<file path="src/rtl/serial_tx_pkg.sv">
// rtl/serial_tx_pkg.sv - shared constants, types and helpers for the serial_tx transmit path
//
// Contents:
//   - line rate constants (40 MHz clock, 10 Mbps line)
//   - K28.5 comma constants (data byte and both running-disparity code words)
//   - payload byte field positions
//   - running disparity type, odd-parity helper and payload byte builder
package serial_tx_pkg;

    localparam int CLK_HZ      = 40_000_000;
    localparam int LINE_BPS    = 10_000_000;
    localparam int CLK_PER_BIT = CLK_HZ / LINE_BPS;
    localparam int FRAME_SYMS  = 256;
    localparam int SYM_BITS    = 10;

    localparam logic [7:0] K28_5_DATA = 8'hBC;
    localparam logic [9:0] K28_5_RDN  = 10'b0011111010;
    localparam logic [9:0] K28_5_RDP  = 10'b1100000101;

    // Payload byte layout: [7] IsPro, [6] IsMaster, [5] RawPls, [4] P1, [3:1] Option, [0] P2
    localparam int BIT_IS_PRO    = 7;
    localparam int BIT_IS_MASTER = 6;
    localparam int BIT_RAW_PLS   = 5;
    localparam int BIT_P1        = 4;
    localparam int BIT_OPT_HI    = 3;
    localparam int BIT_OPT_LO    = 1;
    localparam int BIT_P2        = 0;

    typedef enum logic {
        RD_NEG = 1'b0,
        RD_POS = 1'b1
    } rd_t;

    // Parity bit that makes the XOR of the three covered bits plus itself equal 1.
    function automatic logic odd_parity(input logic [2:0] bits);
        return ~^bits;
    endfunction

    function automatic logic [7:0] build_byte(
        input logic       is_pro,
        input logic       is_master,
        input logic       raw_pls,
        input logic [2:0] option
    );
        logic [7:0] b;
        b                         = '0;
        b[BIT_IS_PRO]             = is_pro;
        b[BIT_IS_MASTER]          = is_master;
        b[BIT_RAW_PLS]            = raw_pls;
        b[BIT_P1]                 = odd_parity({is_pro, is_master, raw_pls});
        b[BIT_OPT_HI:BIT_OPT_LO]  = option;
        b[BIT_P2]                 = odd_parity(option);
        return b;
    endfunction

endpackage

</file>
<file path="src/rtl/encode_8b10b.sv">
// rtl/encode_8b10b.sv - combinational 8b10b encoder, inverse of decode_8b10b
//
// Ports:
//   datain[7:0]  byte to encode (HGF EDCBA)
//   kin          1 = control symbol; only K28.5 is ever requested, so any kin
//                request produces the K28.5 code word
//   dispin       running disparity in (0 = RD-, 1 = RD+)
//   dataout[9:0] code word, dataout[9] = a (sent first) ... dataout[0] = j
//   dispout      running disparity after this code word
module encode_8b10b
    import serial_tx_pkg::*;
(
    input  logic [7:0] datain,
    input  logic       kin,
    input  logic       dispin,
    output logic [9:0] dataout,
    output logic       dispout
);

    logic [4:0] x;
    logic [2:0] y;
    logic [5:0] c6;
    logic [3:0] c4;
    logic       unbal6;
    logic       unbal4;
    logic       rd6;
    logic       alt7;

    always_comb begin
        x       = datain[4:0];
        y       = datain[7:5];
        c6      = 6'b000000;
        c4      = 4'b0000;
        unbal6  = 1'b0;
        unbal4  = 1'b0;
        rd6     = dispin;
        alt7    = 1'b0;
        dataout = 10'b0000000000;
        dispout = dispin;

        // 5b/6b: RD- column; the RD+ form is the complement for unbalanced
        // codes and for D.07, whose balanced code still alternates.
        case (x)
            5'd0:    c6 = 6'b100111;
            5'd1:    c6 = 6'b011101;
            5'd2:    c6 = 6'b101101;
            5'd3:    c6 = 6'b110001;
            5'd4:    c6 = 6'b110101;
            5'd5:    c6 = 6'b101001;
            5'd6:    c6 = 6'b011001;
            5'd7:    c6 = 6'b111000;
            5'd8:    c6 = 6'b111001;
            5'd9:    c6 = 6'b100101;
            5'd10:   c6 = 6'b010101;
            5'd11:   c6 = 6'b110100;
            5'd12:   c6 = 6'b001101;
            5'd13:   c6 = 6'b101100;
            5'd14:   c6 = 6'b011100;
            5'd15:   c6 = 6'b010111;
            5'd16:   c6 = 6'b011011;
            5'd17:   c6 = 6'b100011;
            5'd18:   c6 = 6'b010011;
            5'd19:   c6 = 6'b110010;
            5'd20:   c6 = 6'b001011;
            5'd21:   c6 = 6'b101010;
            5'd22:   c6 = 6'b011010;
            5'd23:   c6 = 6'b111010;
            5'd24:   c6 = 6'b110011;
            5'd25:   c6 = 6'b100110;
            5'd26:   c6 = 6'b010110;
            5'd27:   c6 = 6'b110110;
            5'd28:   c6 = 6'b001110;
            5'd29:   c6 = 6'b101110;
            5'd30:   c6 = 6'b011110;
            default: c6 = 6'b101011;
        endcase
        unbal6 = ($countones(c6) != 3);
        if (dispin && (unbal6 || (x == 5'd7))) begin
            c6 = ~c6;
        end
        rd6 = dispin ^ unbal6;

        // D.x.A7 replaces D.x.P7 where P7 would create a run of five equal bits.
        alt7 = (y == 3'd7) &&
               ((!rd6 && ((x == 5'd17) || (x == 5'd18) || (x == 5'd20))) ||
                ( rd6 && ((x == 5'd11) || (x == 5'd13) || (x == 5'd14))));

        // 3b/4b: RD- column, same complement rule (D.x.3 alternates while balanced).
        case (y)
            3'd0:    c4 = 4'b1011;
            3'd1:    c4 = 4'b1001;
            3'd2:    c4 = 4'b0101;
            3'd3:    c4 = 4'b1100;
            3'd4:    c4 = 4'b1101;
            3'd5:    c4 = 4'b1010;
            3'd6:    c4 = 4'b0110;
            default: c4 = alt7 ? 4'b0111 : 4'b1110;
        endcase
        unbal4 = ($countones(c4) != 2);
        if (rd6 && (unbal4 || (y == 3'd3))) begin
            c4 = ~c4;
        end

        dataout = {c6, c4};
        dispout = rd6 ^ unbal4;

        if (kin) begin
            dataout = dispin ? K28_5_RDP : K28_5_RDN;
            dispout = ~dispin;
        end
    end

endmodule

</file>
<file path="src/rtl/serial_tx.sv">
// rtl/serial_tx.sv - flag packer, 8b10b encoder and MSB-first serializer for the SFP link
//
// Optional feature macro: SERIAL_TX_INPUT_SYNC_EN (2-FF synchronizers on payload
// inputs and i_tx_en, adds 2 clocks of latency).
//
// Ports:
//   i_clk         40 MHz clock
//   i_res_n       asynchronous active-low reset
//   i_tx_en       transmit enable; low clears the sequencer on the next clock
//   i_IsPro       payload flag, byte bit 7
//   i_IsMaster    payload flag, byte bit 6
//   i_RawPls      raw pulse flag, byte bit 5
//   i_Option[2:0] option field, byte bits 3:1
//   o_SerialData  registered line bit to the SFP TXD
//   o_tx_dis      SFP TX_DISABLE, active-high
//   o_tx_led[1:0] [0] red = not transmitting, [1] green = RawPls of last data symbol
module serial_tx
    import serial_tx_pkg::*;
#(
    parameter int P_CLK_PER_BIT = CLK_PER_BIT,
    parameter int P_FRAME_SYMS  = FRAME_SYMS
) (
    input  logic       i_clk,
    input  logic       i_res_n,
    input  logic       i_tx_en,
    input  logic       i_IsPro,
    input  logic       i_IsMaster,
    input  logic       i_RawPls,
    input  logic [2:0] i_Option,
    output logic       o_SerialData,
    output logic       o_tx_dis,
    output logic [1:0] o_tx_led
);

    localparam int PW = (P_CLK_PER_BIT > 1) ? $clog2(P_CLK_PER_BIT) : 1;
    localparam int SW = (P_FRAME_SYMS > 1) ? $clog2(P_FRAME_SYMS) : 1;
    localparam logic [PW-1:0] PRESC_MAX = PW'(P_CLK_PER_BIT - 1);
    localparam logic [SW-1:0] SYM_MAX   = SW'(P_FRAME_SYMS - 1);
    localparam logic [3:0]    BIT_LAST  = 4'(SYM_BITS - 1);

    logic       tx_en;
    logic       is_pro;
    logic       is_master;
    logic       raw_pls;
    logic [2:0] option;

`ifdef SERIAL_TX_INPUT_SYNC_EN
    logic [6:0] sync_q1;
    logic [6:0] sync_q2;

    always_ff @(posedge i_clk or negedge i_res_n) begin
        if (!i_res_n) begin
            sync_q1 <= '0;
            sync_q2 <= '0;
        end else begin
            sync_q1 <= {i_tx_en, i_IsPro, i_IsMaster, i_RawPls, i_Option};
            sync_q2 <= sync_q1;
        end
    end

    assign {tx_en, is_pro, is_master, raw_pls, option} = sync_q2;
`else
    assign {tx_en, is_pro, is_master, raw_pls, option} =
        {i_tx_en, i_IsPro, i_IsMaster, i_RawPls, i_Option};
`endif

    logic [PW-1:0]       presc;
    logic [3:0]          bit_idx;
    logic [SW-1:0]       sym_cnt;
    logic [SYM_BITS-1:0] shift_reg;
    rd_t                 rd;
    logic                serial_data;
    logic                tx_dis;
    logic                led_green;

    logic       presc_last;
    logic       load;
    logic       sym_is_k;
    logic [7:0] data_byte;
    logic [7:0] enc_in;
    logic [9:0] enc_out;
    logic       enc_disp;

    assign presc_last = (presc == PRESC_MAX);
    assign load       = presc_last && (bit_idx == BIT_LAST);
    // Symbol 0 of every frame is the comma, so a load on the wrap selects K28.5.
    assign sym_is_k   = (sym_cnt == '0);
    assign data_byte  = build_byte(is_pro, is_master, raw_pls, option);
    assign enc_in     = sym_is_k ? K28_5_DATA : data_byte;

    encode_8b10b u_encode (
        .datain  (enc_in),
        .kin     (sym_is_k),
        .dispin  (rd == RD_POS),
        .dataout (enc_out),
        .dispout (enc_disp)
    );

    always_ff @(posedge i_clk or negedge i_res_n) begin
        if (!i_res_n) begin
            presc       <= '0;
            bit_idx     <= '0;
            sym_cnt     <= '0;
            shift_reg   <= '0;
            rd          <= RD_NEG;
            serial_data <= 1'b0;
            tx_dis      <= 1'b1;
            led_green   <= 1'b0;
        end else if (!tx_en) begin
            // Disable wins over a coincident load; re-enable restarts from K28.5 at RD-.
            presc       <= '0;
            bit_idx     <= '0;
            sym_cnt     <= '0;
            shift_reg   <= '0;
            rd          <= RD_NEG;
            serial_data <= 1'b0;
            tx_dis      <= 1'b1;
        end else begin
            tx_dis      <= 1'b0;
            serial_data <= shift_reg[SYM_BITS-1];
            presc       <= presc_last ? '0 : presc + PW'(1);
            if (load) begin
                bit_idx   <= '0;
                shift_reg <= enc_out;
                rd        <= enc_disp ? RD_POS : RD_NEG;
                sym_cnt   <= (sym_cnt == SYM_MAX) ? '0 : sym_cnt + SW'(1);
                if (!sym_is_k) begin
                    led_green <= raw_pls;
                end
            end else if (presc_last) begin
                bit_idx   <= bit_idx + 4'd1;
                shift_reg <= {shift_reg[SYM_BITS-2:0], 1'b0};
            end
        end
    end

    assign o_SerialData = serial_data;
    assign o_tx_dis     = tx_dis;
    assign o_tx_led     = {led_green, tx_dis};

endmodule
</file>
<file path="config.mk">
export PLATFORM = sky130hd
export DESIGN_NAME = serial_tx
export DESIGN_NICKNAME = d
export VERILOG_FILES = /design/src/rtl/serial_tx_pkg.sv /design/src/rtl/encode_8b10b.sv /design/src/rtl/serial_tx.sv
export SDC_FILE = /design/constraint.sdc
export NUM_CORES = 1
export LEC_CHECK = 0
export ABC_AREA = 1
export BUFFER_PORTS_ARGS = -buffer_cell sky130_fd_sc_hd__clkbuf_2
export CORE_MARGIN = 3
export CORE_UTILIZATION = 49
export CTS_BUF_LIST = sky130_fd_sc_hd__clkbuf_8
export DETAILED_ROUTE_END_ITERATION = 10
export MAX_ROUTING_LAYER = met4
export PLACE_DENSITY = 0.71
export SYNTH_ARGS = -nofsm -noshare
export SYNTH_HDL_FRONTEND = slang
export SYNTH_SLANG_ARGS = --single-unit
</file>
<file path="constraint.sdc">
create_clock -name i_clk -period 5.3 [get_ports i_clk]
set_clock_uncertainty 0.15 [all_clocks]
set_input_delay 1.06 -clock i_clk [delete_from_list [all_inputs] [get_ports i_clk]]
set_output_delay 1.06 -clock i_clk [all_outputs]
set_load 0.03 [all_outputs]
</file>
==> summary.md <==
| Metric | Value |
|---|---|
| Met2 wire length | roughly 2.7 mm |
| First-pass DRT Iterations | 4 |
| Die Y | approximately 78 um |
| Die W | just under 80 um |
| Placed cell count | roughly 450 |
| Htree depth | 1 |
| Final WL | 5.679 mm |
| Clock root cell | clkbuf_8 |
| Syn Inst Count | approximately 360 |
| CTS sink cnt | 28 |
| Yosys reg bits | 28 |
| FP Rows | 25 |
| Final Hold Vio Count | 0 |
| I/O Pins | 13 |
| Netlist cell types | approximately 40 |
| Maximum number of pins on one net before global-route repair | 29 |
| Psw | 99.83 uW |
| Dpl ws | -0.08708 ns |
| CTS tree | built |
| CP Capture Type | flop |
| Hpwl dp | between 4 and 5 mm |
| Worst path required time | about 5.4 ns |
| Top Metal Used | met4 |
| Final nets | between 400 and 500 |
| Crit path from | i_Option[0] |
| Num CTS Buffers | 3 |
| Slew headroom | 50.49% |
| Core box area | 4880 sq um |
| Global-route wire length before repair | a little under 10 mm |
| Sequential power share | about 51% |
| RR Startpoint | sym_cnt[0]$_DFFE_PN0P_ |
| Fmax | slightly below 200 MHz |
| Final Critical Period | 5.064 ns |
| Total track usage | slightly below 20% |
| Power density over the cells | about 150 nW/um^2 |
| WL/cell | roughly 13 um |
| Wire length on met3 | 104 um |
| Hold Buf Count CTS | 0 |
| Most frequent cell after synthesis | nand2_1 |
| Crit share post-route | ~96% |
| Cells taking the most area after synthesis | dfrtp_1, nand2_1, ha_1 |
| Share of cells above drive strength 1 | a little under a quarter |
| Power Internal | between 300 and 400 uW |
| CP Launch Type | input port |
| Syn_area_per_cell | 7.081 sq um |
| Synthesis Warnings | 0 |
| Synth top area share | between 20% and 30% |
| Die area | 6119 sq um |
| Switching share of power | between 20% and 30% |
| Post-synth EDFFs | 0 |
| Vias | ~2,400 |
| DRC | 0 |
| Clock Path Buffers | 2 |
| Initial Util | roughly 52% |
| CP Class | in -> reg |
| Status | completed |
| Final core utilization | between 50 and 60% |
| Number of flip-flops in the largest register | 10 |
| Critical path fanouts, max | 6 |
| Setup violators final | 0 |
| Share of flip-flops with an asynchronous set or reset | 100.0% |
| Slew Limit Fails | 0 |
| Area leader, netlist | dfrtp_1 |
| Worst setup margin | around 0.24 ns |
| Combinational share of power | under 10% |
| Predominant post-synthesis flop cell | dfrtp_1 |
| Clk pin slew, worst setup/hold paths | 0.10 ns |
| Crit path capture | rd$_DFFE_PN0P_ |
| Post-synthesis sequential area ratio | between 20% and 30% |
| N_diodes | 0 |
| Syn nets | 394 |
| Total negative slack | 0 ns |
| Global route overflow | 0 |
| Max_cap viols | 0 |
| Commonest cells in the netlist | nand2_1, inv_1, nand3_1, nor2_1, dfrtp_1 |
| Initial antenna violation count | 0 |
| Layout Cells excl Fill | ~450 |
| CP arrival | a little over 5 ns |
| FF-to-FF setup slack | 0.41 ns |
| Cells on worst reg2reg path | 31 |
| Antenna Nets Post-Route | 0 |
| Layout area overhead | 14.44% |
| WL met1 | 2.749 mm |
| Clk Latency, worst-skew pair | about 0.29 ns |
| GP Congestion | a little over 0.9 |
| Clock share of power | 40.2% |
| FF-to-FF End | rd$_DFFE_PN0P_ |
| Max VDD drop | about 0.12 mV |
| Via density | 5.327 |
| IO buf count | 12 |
| Synthesized area | 2556 sq um |
| Hold WC Path Type | reg -> reg |
| Vias in the first global route | ~2,200 |
| Measured slew at the worst slew-check pin | roughly 0.74 ns |
| DR iter-0 viols | around 160 |
| LEAKAGE | around 0.0014 uW |
[cell type report]
type / instances / area [sq um]
multi-input cells: 277 / 1698
fillers: 471 / 1954
repair buffers: 28 / 183.9
flip-flops and latches: 28 / 701.9
clock buffers: 3 / 41.29
well taps: 67 / 83.83
clock inverters: 1 / 30.03
inverters: 49 / 186.4
[repair_timing]
item                                    in CTS  in global routing
endpoints found under the setup margin       0                  1
setup buffers                                0                  2
resized for setup                            0                 21
[worst max-delay path, stage by stage]
cell and delay (ns):
clkbuf_2 0.12, xor2_2 0.19, buf_4 0.15, a21oi_4 0.17
buf_6 0.15, ha_2 0.19, nand2_1 0.06, o211ai_1 0.10
nand2_1 0.11, nand2_1 0.09, inv_1 0.05, ha_1 0.21
fa_1 0.50, ha_4 0.29, nand3_1 0.07, nand2_1 0.08
nand2_1 0.07, nand2_1 0.08, nand3_2 0.10, nand2_2 0.08
inv_1 0.04, ha_1 0.29, or2_2 0.28, a22oi_2 0.17
nand2_1 0.07, nand2_1 0.05, nor2_1 0.04, o32ai_1 0.23
[through the flow]
step	area, sq um	power, uW	hold slack [ns]
after floorplan	2556	241.5	0.2599
after global placement	2739	259.1	0.2768
after detailed placement	2739	259.9	0.2810
after CTS	2810	431.0	0.2937
after global routing	2925	450.2	0.3317
final	2925	429.9	0.2886
[kinds of logic after synthesis]
| group | Yosys count | synth area share, % |
|---|---|---|
| and+or+nand+nor | 206 | 38.57 |
| buffers and inverters | 56 | 9.887 |
| DFF | 28 | 27.46 |
| xor gates and xnor gates | 5 | 1.713 |
| AOI/OAI and AO/OA | 42 | 10.03 |
| adders and majority gates | 24 | 12.33 |
[per-layer routing]
layer | up-vias | track usage (%)
met5 | - | -
met4 | 0 | 5.420
met3 | 9 | 2.867
met2 | 27 | 31.68
met1 | 1158 | 26.21
li1 | 1219 | -
[power groups by stage]
stage	Combinational (uW)	Clock, uW	Sequential [uW]
after floorplan	18.5	0	223
after global placement	36.8	0	222
after detailed placement	37.3	0	223
after CTS	37.6	175	218
after global routing	43.8	188	219
final	38.8	173	218
[placed cells by master, fill, tap and decap left out, types with 2 or more instances in the layout]
cell      netlist  routed
dfrtp_1        27      27
ha_1           22      15
o21ai_0         7       7
xor2_1          4       3
o211ai_1        8       8
nand2_1       106     102
o21ai_1         8       7
nand3_4         2       2
nand3_1        32      32
inv_2           9      11
nor2_1         32      31
nor3_1          5       5
nand2_4         2       2
nor2_4          4       4
nand3_2         3       3
clkbuf_2        0      12
o22ai_1         5       5
a21oi_1         9       9
clkbuf_8        0       3
ha_4            0       4
ha_2            0       3
nor2_2          2       3
nand2_2         6      10
inv_1          39      37
or2_2           3       3
buf_4           2      15
nand4_1         4       4
[worst min-delay path by stage]
stage                             startpoint                  to  slack, ns  depth (start not counted)
after floorplan           presc[0]$_DFF_PN0_  presc[0]$_DFF_PN0_       0.26                          1
after global placement    presc[0]$_DFF_PN0_  presc[0]$_DFF_PN0_       0.28                          1
after detailed placement  presc[0]$_DFF_PN0_  presc[0]$_DFF_PN0_       0.28                          1
after CTS                 presc[0]$_DFF_PN0_  presc[0]$_DFF_PN0_       0.29                          1
after global routing      presc[0]$_DFF_PN0_  presc[0]$_DFF_PN0_       0.33                          1
final                     presc[0]$_DFF_PN0_  presc[0]$_DFF_PN0_       0.29                          1
Power figures use the tool's default switching activity.
